===== src/rtl/game_pkg.sv =====
// Shared constants for the higher/lower game: result codes, seven-segment glyphs
// ({g,f,e,d,c,b,a}, active high) and the display FSM state encoding.
package game_pkg;

   localparam logic [3:0] CODE_CORRECT = 4'd10;
   localparam logic [3:0] CODE_WRONG   = 4'd11;

   localparam logic [6:0] GLYPH_0     = 7'h3F;
   localparam logic [6:0] GLYPH_1     = 7'h06;
   localparam logic [6:0] GLYPH_2     = 7'h5B;
   localparam logic [6:0] GLYPH_3     = 7'h4F;
   localparam logic [6:0] GLYPH_4     = 7'h66;
   localparam logic [6:0] GLYPH_5     = 7'h6D;
   localparam logic [6:0] GLYPH_6     = 7'h7D;
   localparam logic [6:0] GLYPH_7     = 7'h07;
   localparam logic [6:0] GLYPH_8     = 7'h7F;
   localparam logic [6:0] GLYPH_9     = 7'h6F;
   localparam logic [6:0] GLYPH_C     = 7'h39;
   localparam logic [6:0] GLYPH_F     = 7'h71;
   localparam logic [6:0] GLYPH_BLANK = 7'h00;

   localparam logic [1:0] StShow     = 2'd0;
   localparam logic [1:0] StBlinkOn  = 2'd1;
   localparam logic [1:0] StBlinkOff = 2'd2;
   localparam logic [1:0] StBlank    = 2'd3;

endpackage


===== src/rtl/seg7_glyph.sv =====
// Combinational lookup from a 4-bit game code to its seven-segment glyph.
module seg7_glyph
   import game_pkg::*;
(
   input  logic [3:0] code_i,
   output logic [6:0] glyph_o
);

   always_comb begin
      glyph_o = GLYPH_BLANK;
      case (code_i)
         4'd0:         glyph_o = GLYPH_0;
         4'd1:         glyph_o = GLYPH_1;
         4'd2:         glyph_o = GLYPH_2;
         4'd3:         glyph_o = GLYPH_3;
         4'd4:         glyph_o = GLYPH_4;
         4'd5:         glyph_o = GLYPH_5;
         4'd6:         glyph_o = GLYPH_6;
         4'd7:         glyph_o = GLYPH_7;
         4'd8:         glyph_o = GLYPH_8;
         4'd9:         glyph_o = GLYPH_9;
         CODE_CORRECT: glyph_o = GLYPH_C;
         CODE_WRONG:   glyph_o = GLYPH_F;
         default:      glyph_o = GLYPH_BLANK;
      endcase
   end

endmodule


===== src/rtl/result_display_driver.sv =====
// Drives one seven-segment digit from the game code: steady digits, blinking
// result glyphs, and a decimal point that marks a hot win streak.
module result_display_driver
   import game_pkg::*;
#(
   parameter int unsigned BLINK_HALF = 2_500_000,
   parameter int unsigned CNT_LEN    = 22,
   parameter int unsigned STREAK_HOT = 3
) (
   input  logic       clk,
   input  logic       reset,
   input  logic [3:0] value,
   output logic [6:0] seg,
   output logic       dp,
   output logic [3:0] streak
);

   logic [3:0]         value_q;
   logic [1:0]         state_q, state_d;
   logic [CNT_LEN-1:0] cnt_q, cnt_d;
   logic [6:0]         seg_q, seg_d;
   logic               dp_q, dp_d;
   logic [3:0]         streak_q, streak_d;
   logic [6:0]         glyph;
   logic               enter_ok, enter_bad, half_done;

   seg7_glyph u_glyph (
      .code_i  (value),
      .glyph_o (glyph)
   );

   assign enter_ok  = (value == CODE_CORRECT) && (value_q != CODE_CORRECT);
   assign enter_bad = (value == CODE_WRONG) && (value_q != CODE_WRONG);
   assign half_done = (cnt_q == CNT_LEN'(BLINK_HALF - 1));

   always_comb begin
      state_d = state_q;
      cnt_d   = '0;
      if (enter_ok || enter_bad) begin
         state_d = StBlinkOn;
      end else if (value <= 4'd9) begin
         state_d = StShow;
      end else if (value >= 4'd12) begin
         state_d = StBlank;
      end else begin
         // Result code held: keep toggling the blink phase.
         case (state_q)
            StBlinkOn: begin
               if (half_done) state_d = StBlinkOff;
               else           cnt_d   = cnt_q + 1'b1;
            end
            StBlinkOff: begin
               if (half_done) state_d = StBlinkOn;
               else           cnt_d   = cnt_q + 1'b1;
            end
            default: state_d = state_q;
         endcase
      end
   end

   always_comb begin
      seg_d = ((state_d == StShow) || (state_d == StBlinkOn)) ? glyph : GLYPH_BLANK;
   end

   always_comb begin
      streak_d = streak_q;
      if (enter_ok) begin
         streak_d = (streak_q >= 4'd9) ? 4'd9 : streak_q + 4'd1;
      end else if (enter_bad) begin
         streak_d = 4'd0;
      end
      dp_d = (streak_d >= 4'(STREAK_HOT));
   end

   always_ff @(posedge clk) begin
      if (!reset) begin
         value_q  <= 4'd0;
         state_q  <= StShow;
         cnt_q    <= '0;
         seg_q    <= GLYPH_BLANK;
         dp_q     <= 1'b0;
         streak_q <= 4'd0;
      end else begin
         value_q  <= value;
         state_q  <= state_d;
         cnt_q    <= cnt_d;
         seg_q    <= seg_d;
         dp_q     <= dp_d;
         streak_q <= streak_d;
      end
   end

   assign seg    = seg_q;
   assign dp     = dp_q;
   assign streak = streak_q;

endmodule


===== config.mk =====
export PLATFORM = sky130hd
export DESIGN_NAME = result_display_driver
export DESIGN_NICKNAME = d
export VERILOG_FILES = /design/src/rtl/game_pkg.sv /design/src/rtl/seg7_glyph.sv /design/src/rtl/result_display_driver.sv
export SDC_FILE = /design/constraint.sdc
export NUM_CORES = 1
export LEC_CHECK = 0
export CORE_MARGIN = 2
export CORE_UTILIZATION = 25
export DETAILED_ROUTE_END_ITERATION = 10
export GPL_TIMING_DRIVEN = 0
export PLACE_DENSITY_LB_ADDON = 0.2
export SETUP_SLACK_MARGIN = 0.3
export SYNTH_ARGS = -nofsm -noshare
export SYNTH_HDL_FRONTEND = slang
export SYNTH_SLANG_ARGS = --single-unit

===== constraint.sdc =====
create_clock -name clk -period 5.75 [get_ports clk]
set_input_delay 1.15 -clock clk [delete_from_list [all_inputs] [get_ports clk]]
set_output_delay 1.15 -clock clk [all_outputs]
set_load 0.01 [all_outputs]

---- After elaboration in Yosys (flattened, before gate mapping) ----
Memory sizes are Yosys's and may differ from the RTL's. A register that Yosys moved wholly into a read port is not among the register bits.
Index checks and enable logic that the tools add are counted.
storage, ports and cells
  flip-flop bits (word level) ............. 33
  bits in latches ......................... 0
  memory bits (writable) .................. 0
  memory bits (read-only) ................. 112
  logic and storage cells ................. 40
  memories kept ........................... 1
cells by class
  $add $sub $neg .......................... 2
  $mul .................................... 0
  divide/modulo/power cells ............... 0
  order comparisons ....................... 4
  equal/unequal tests ..................... 8
  shift operators ......................... 0
  multiplexer cells ....................... 9
  bitwise logic cells ..................... 2
  reduce and logical (&&, ||, !) cells .... 9
memories
  memory            depth  bits a word  rd ports  clocked after memory_dff  write ports  line              source
  (name not given)  16     7            1         1                         0            seg7_glyph.sv:11  case (code_i)
operators by type and width
  cell                   count
  $add 22x1->22 const B  1
  $eq 22x22->1 const B   1
  $mux 4                 3
  $mux 2                 5
  $eq 4x4->1 const B     2
  $ge 4x4->1 const B     2
  $ne 4x4->1 const B     2
  $reduce_or 6->1        1
  $add 4x1->4 const B    1
  $eq 2x1->1 const B     2
  $ge 4x2->1 const B     1
  $le 4x4->1 const B     1
  $pmux 2 s2             1
  $eq 2x2->1 const B     1
  $logic_and 1x1->1      2
  $logic_not 2->1        1
  $logic_or 1x1->1       2
  $not 1->1              2
  $reduce_and 2->1       1
  $reduce_or 2->1        1
  $logic_not 1->1        1

---- Depth between registers and ports, before layout ----
  word-level depth ........................ 10
  gate-level depth with buffers ........... 8
  mapped depth without buffers ............ 7

---- Hierarchy ----
From an unflattened synthesis, not the netlist that was laid out.
second synthesis, totals
  cell total of the unflattened synthesis .. 225
  area total of the unflattened synthesis .. 1969.4 µm²
modules (own cells, without submodules)
  module                 times used  cells an instance  area each (µm²)  seq. area each (µm²)
  result_display_driver  1           195                1750.4           800.8
  seg7_glyph             1           30                 219.0            0.0

---- Worst setup path before layout ----
No wires, ideal clock.
  path type ............................... input port to flip-flop
  start point ............................. in value[0]
  end point ............................... reg cnt_q[13]
  library setup time ...................... 64 ps
  data arrival time ....................... 2572 ps
  data required time ...................... 5686 ps
  path slack .............................. 3115 ps
  stages .................................. 7
  path through ............................ inv_1 ha_1 a21o_2 a21o_1 or4b_4 buf_6 nor2_1
on the way
  longest elaborated chain between the ends .. 4
  elaborated cells between the ends (all ways) .. 8
  classes of those cells .................. 2 x order compare; 2 x eq/ne; 4 x reduce/logical
ends and longest elaborated chain
  what                                                                line                         source
  start: declaration                                                  result_display_driver.sv:12  input logic [3:0] value,
  parallel branches: the longest is 3 deep, another holds $le 4x4->1  -
  $reduce_or 6->1 (no source line) (*)                                -
  end signal: assignment                                              result_display_driver.sv:86  cnt_q <= cnt_d;
  end: declaration                                                    result_display_driver.sv:20  logic [CNT_LEN-1:0] cnt_q, cnt_d;
Every way passes the cells marked *.
A chain may end at the register's enable or synchronous reset.

---- Worst setup path after layout ----
  start point ............................. in value[1]
  end point ............................... reg seg_q[3], in the netlist seg[3]
on the way
  longest elaborated chain between the ends .. 8
  elaborated cells between the ends (all ways) .. 15
  classes of those cells .................. 2 x order compare; 3 x eq/ne; 3 x mux; 7 x reduce/logical
ends and longest elaborated chain
  what                                           line                                                      source
  $ge 4x4->1 (tied with other cells)             result_display_driver.sv:43                               end else if (value >= 4'd12) begin
  $mux 2 (tied with other cells)                 result_display_driver.sv:43
  $mux 2 or $logic_or 1x1->1 (tied branches)     result_display_driver.sv:41, result_display_driver.sv:39
  $mux 2                                         result_display_driver.sv:39                               if (enter_ok || enter_bad) begin
  $eq 2x1->1 or $logic_not 2->1 (tied branches)  result_display_driver.sv:62                               seg_d = ((state_d == StShow) || (state_d == StBlinkOn)) ? glyph : GLYPH_BLANK;
  $logic_or 1x1->1                               result_display_driver.sv:62
  $reduce_and 2->1 (no source line)              -
  $logic_not 1->1 (no source line)               -
  end: declaration                               result_display_driver.sv:21                               logic [6:0] seg_q, seg_d;
Several ways; a longest one is shown, not always the timed one.

==> results.toml <==
[sta]
hold-worst-slack_ns = 0.470
setup_repair_after_global_routing_missed_its_margin = "false"
clock_skew_ns = 0.00537
actual_slew_at_the_worst_max_slew_pin_ns = 0.972
maxSlewViolCount = 0
timing.setup.tns_ns = 0
fmax_mhz = 307
report.final.setup_viol = 0
finalHoldViolCount = 0
period_minus_slack_ns = 3.25
relSlewSlack = 0.347
post-route-period-util = 0.566

[power]
netSwitchingFraction = 0.232
intPower_mw = 0.405
share_of_power_burned_in_registers = 0.545
p_per_area_nw_per_um2 = 224
leakage_nw = 0.808
netSwitchingPower_mw = 0.122
ir_drop_mv = 0.0802
power_frac_comb = 0.092
clock_power_share = 0.363

[floorplan]
dieArea_sq_um = 8630
die_x_microns = 92.9
start_util = 0.257
i_o_pin_count = 18
number_of_cell_rows = 32
fp.coreArea_sq_um = 7690
chipHeight_microns = 92.9

[synth]
ys_types = 42
post_synth_net_total = 241
synth-async-reset-ratio = 0
number_of_synthesized_flops_with_an_enable_pin = 0
syn-mean-instance-area_sq_um = 8.78
syn-cell-area_sq_um = 1980
synth_warnings = 0
postSynthRegisterBits = 40
ys_seq_area_frac = 0.405
gate_count_post_synth = 225
synth_ff_type = "sky130_fd_sc_hd__dfxtp_1"

[routing]
detail_route.iter0.violations = 24
detail-route-antenna-nets = 0
via_count = 1546
wire_per_inst_microns = 11.3
detailedRoute.firstPassIterationCount = 4
finalWirelength_microns = 3960
detail_route.vias_per_cell = 4.40
remaining_drc_errors = 0

[layout]
n_fill_cell = 845
post_route_cells_drive_above_1_share = 0.0602
combined_area_of_the_multi_input_logic_cells_sq_um = 1100
fin_nets = 264
antenna-diode-count = 0
layout-area-overhead-vs-synth_pct = 19.1
layout.area.seq_sq_um = 801
utilization = 0.306

[placed_design]
gpl.final_weighted_congestion = 0.741
hpwl_dp_microns = 2980
port_buffers = 16

[clocking]
number_of_buffers_created_by_cts = 5
numClockSinks = 40
worst_skew_pair.late_latency_ns = 0.29
cts_tree = "done"
cts_root_buf = "sky130_fd_sc_hd__clkbuf_8"
clockBufferDepth = 2
ctsResizeCount = 0
holdBufCountCts = 0
total_number_of_h_tree_levels = 2
post_cts.repair.setup_buffers = 0
clock_pin_transition_on_the_worst_setup_and_hold_timing_paths_ns = 0.07

[grt]
grt_max_degree = 12
antenna_violations_before_repair = 0
grt_pass1_vias = 1480
grt_remaining_overflow = 0
global_route.usage.total = 0.100
grt_pass1_wl_microns = 6950

[critical_path]
critPathKind = "in -> reg"
worst-endpoint-arrival_ns = 3.40
cp-end-kind = "register"
start_kind = "primary input"
critical_path_peak_fanout = 7
cp_data_required_time_ns = 5.90

[status]
outcome = "finished, final reports clean"

[worst_hold_path]
hold_class = "reg -> reg"

[run]
maxCapViolations = 0
## synth_stat cells (all sizes together), types with 4 or more instances
cell | number | area, sq um
nor2 | 43 | 164
dfxtp | 40 | 801
nand2 | 16 | 60.1
xor2 | 11 | 96.3
ha | 10 | 125
nand3 | 10 | 50.1
xnor2 | 10 | 87.6
inv | 9 | 33.8
a21oi | 7 | 35.0
nor3 | 6 | 35.0
and3 | 5 | 31.3
nand4 | 5 | 31.3
a211oi | 4 | 30.0
and4 | 4 | 35.0
o21ai | 4 | 20.0
## layout make-up
class | count | share of cell area
multi-input cells | 170 | 0.468
flip-flops and latches | 40 | 0.340
inverters | 10 | 0.0159
clock buffers | 8 | 0.0383
plain buffers | 5 | 0.0149
repair buffers | 16 | 0.0680
well taps | 102 | 0.0542
## cell usage in the layout, fill, tap and decap left out, drive strengths merged, types with 6 or more instances in the layout
cell type	synthesis	final
xor2	11	11
xnor2	10	10
nor3	6	6
inv	9	9
dfxtp	40	40
clkdlybuf4s50	0	16
nand3	10	10
clkbuf	2	10
nand2	16	16
nor2	43	43
a21oi	7	7
ha	10	10
## kinds of logic after synthesis
| logic type | Yosys count | share of synthesized area |
|---|---|---|
| adder cells (fa/ha/maj) | 10 | 0.0633 |
| flip-flops | 40 | 0.405 |
| multiplexers | 3 | 0.0152 |
| AO/OA/AOI/OAI | 27 | 0.0925 |
| AND/OR/NAND/NOR | 109 | 0.294 |
| buffers and inverters | 15 | 0.0367 |
| XOR/XNOR | 21 | 0.0931 |
## final timing paths
path | from | end | slack (ns) | depth (start not counted)
hold / removal | cnt_q[0]$_SDFF_PP0_ | cnt_q[0]$_SDFF_PP0_ | 0.47 | 1
hold reg to reg | cnt_q[0]$_SDFF_PP0_ | cnt_q[0]$_SDFF_PP0_ | 0.47 | 1
setup / recovery | value[1] | seg[3]$_SDFF_PN0_ | 2.50 | 8
setup reg to reg | cnt_q[0]$_SDFF_PP0_ | seg[3]$_SDFF_PN0_ | 3.57 | 6
## layer usage
metal / track usage / part of all wire / up-vias
met5: 0 / 0 / -
li1: - / - / 826
met2: 0.162 / 0.45 / 20
met3: 0.0252 / 0.032 / 7
met1: 0.130 / 0.50 / 693
met4: 0.0331 / 0.014 / 0
## critical path, cell delays in order
cell	delay, ns
sky130_fd_sc_hd__clkdlybuf4s50_1	0.62
sky130_fd_sc_hd__inv_1	0.15
sky130_fd_sc_hd__ha_1	0.25
sky130_fd_sc_hd__nor2_1	0.09
sky130_fd_sc_hd__o21ai_0	0.10
sky130_fd_sc_hd__a21o_1	0.21
sky130_fd_sc_hd__a211oi_1	0.72
sky130_fd_sc_hd__nor2_1	0.11
## power by group through the flow
| stage | clock (mW) | sequential, mW | combinational, mW |
|---|---|---|---|
| 5_1_grt | 0.216 | 0.289 | 0.0535 |
| 2_1_floorplan | 0 | 0.297 | 0.0256 |
| 4_1_cts | 0.203 | 0.288 | 0.0489 |
| 6_report | 0.192 | 0.288 | 0.0483 |
| 3_5_place_dp | 0 | 0.294 | 0.0488 |
| 3_3_place_gp | 0 | 0.294 | 0.0491 |
## through the flow
step	total power, mW	setup slack [ns]	std cells	area [sq um]
after floorplan	0.322	3.11	225	1980
after global placement	0.343	2.10	343	2260
after detailed placement	0.343	2.14	343	2260
after CTS	0.540	2.46	351	2350
after global routing	0.558	2.22	351	2350
final	0.528	2.50	351	2350
## flip-flops by register name, indices dropped and copies added (netlist names)
signal,cells
seg,7
dp,1
state_q,2
cnt_q,22
streak,4
value_q,4
No activity file was read; power rests on OpenSTA's default activity.
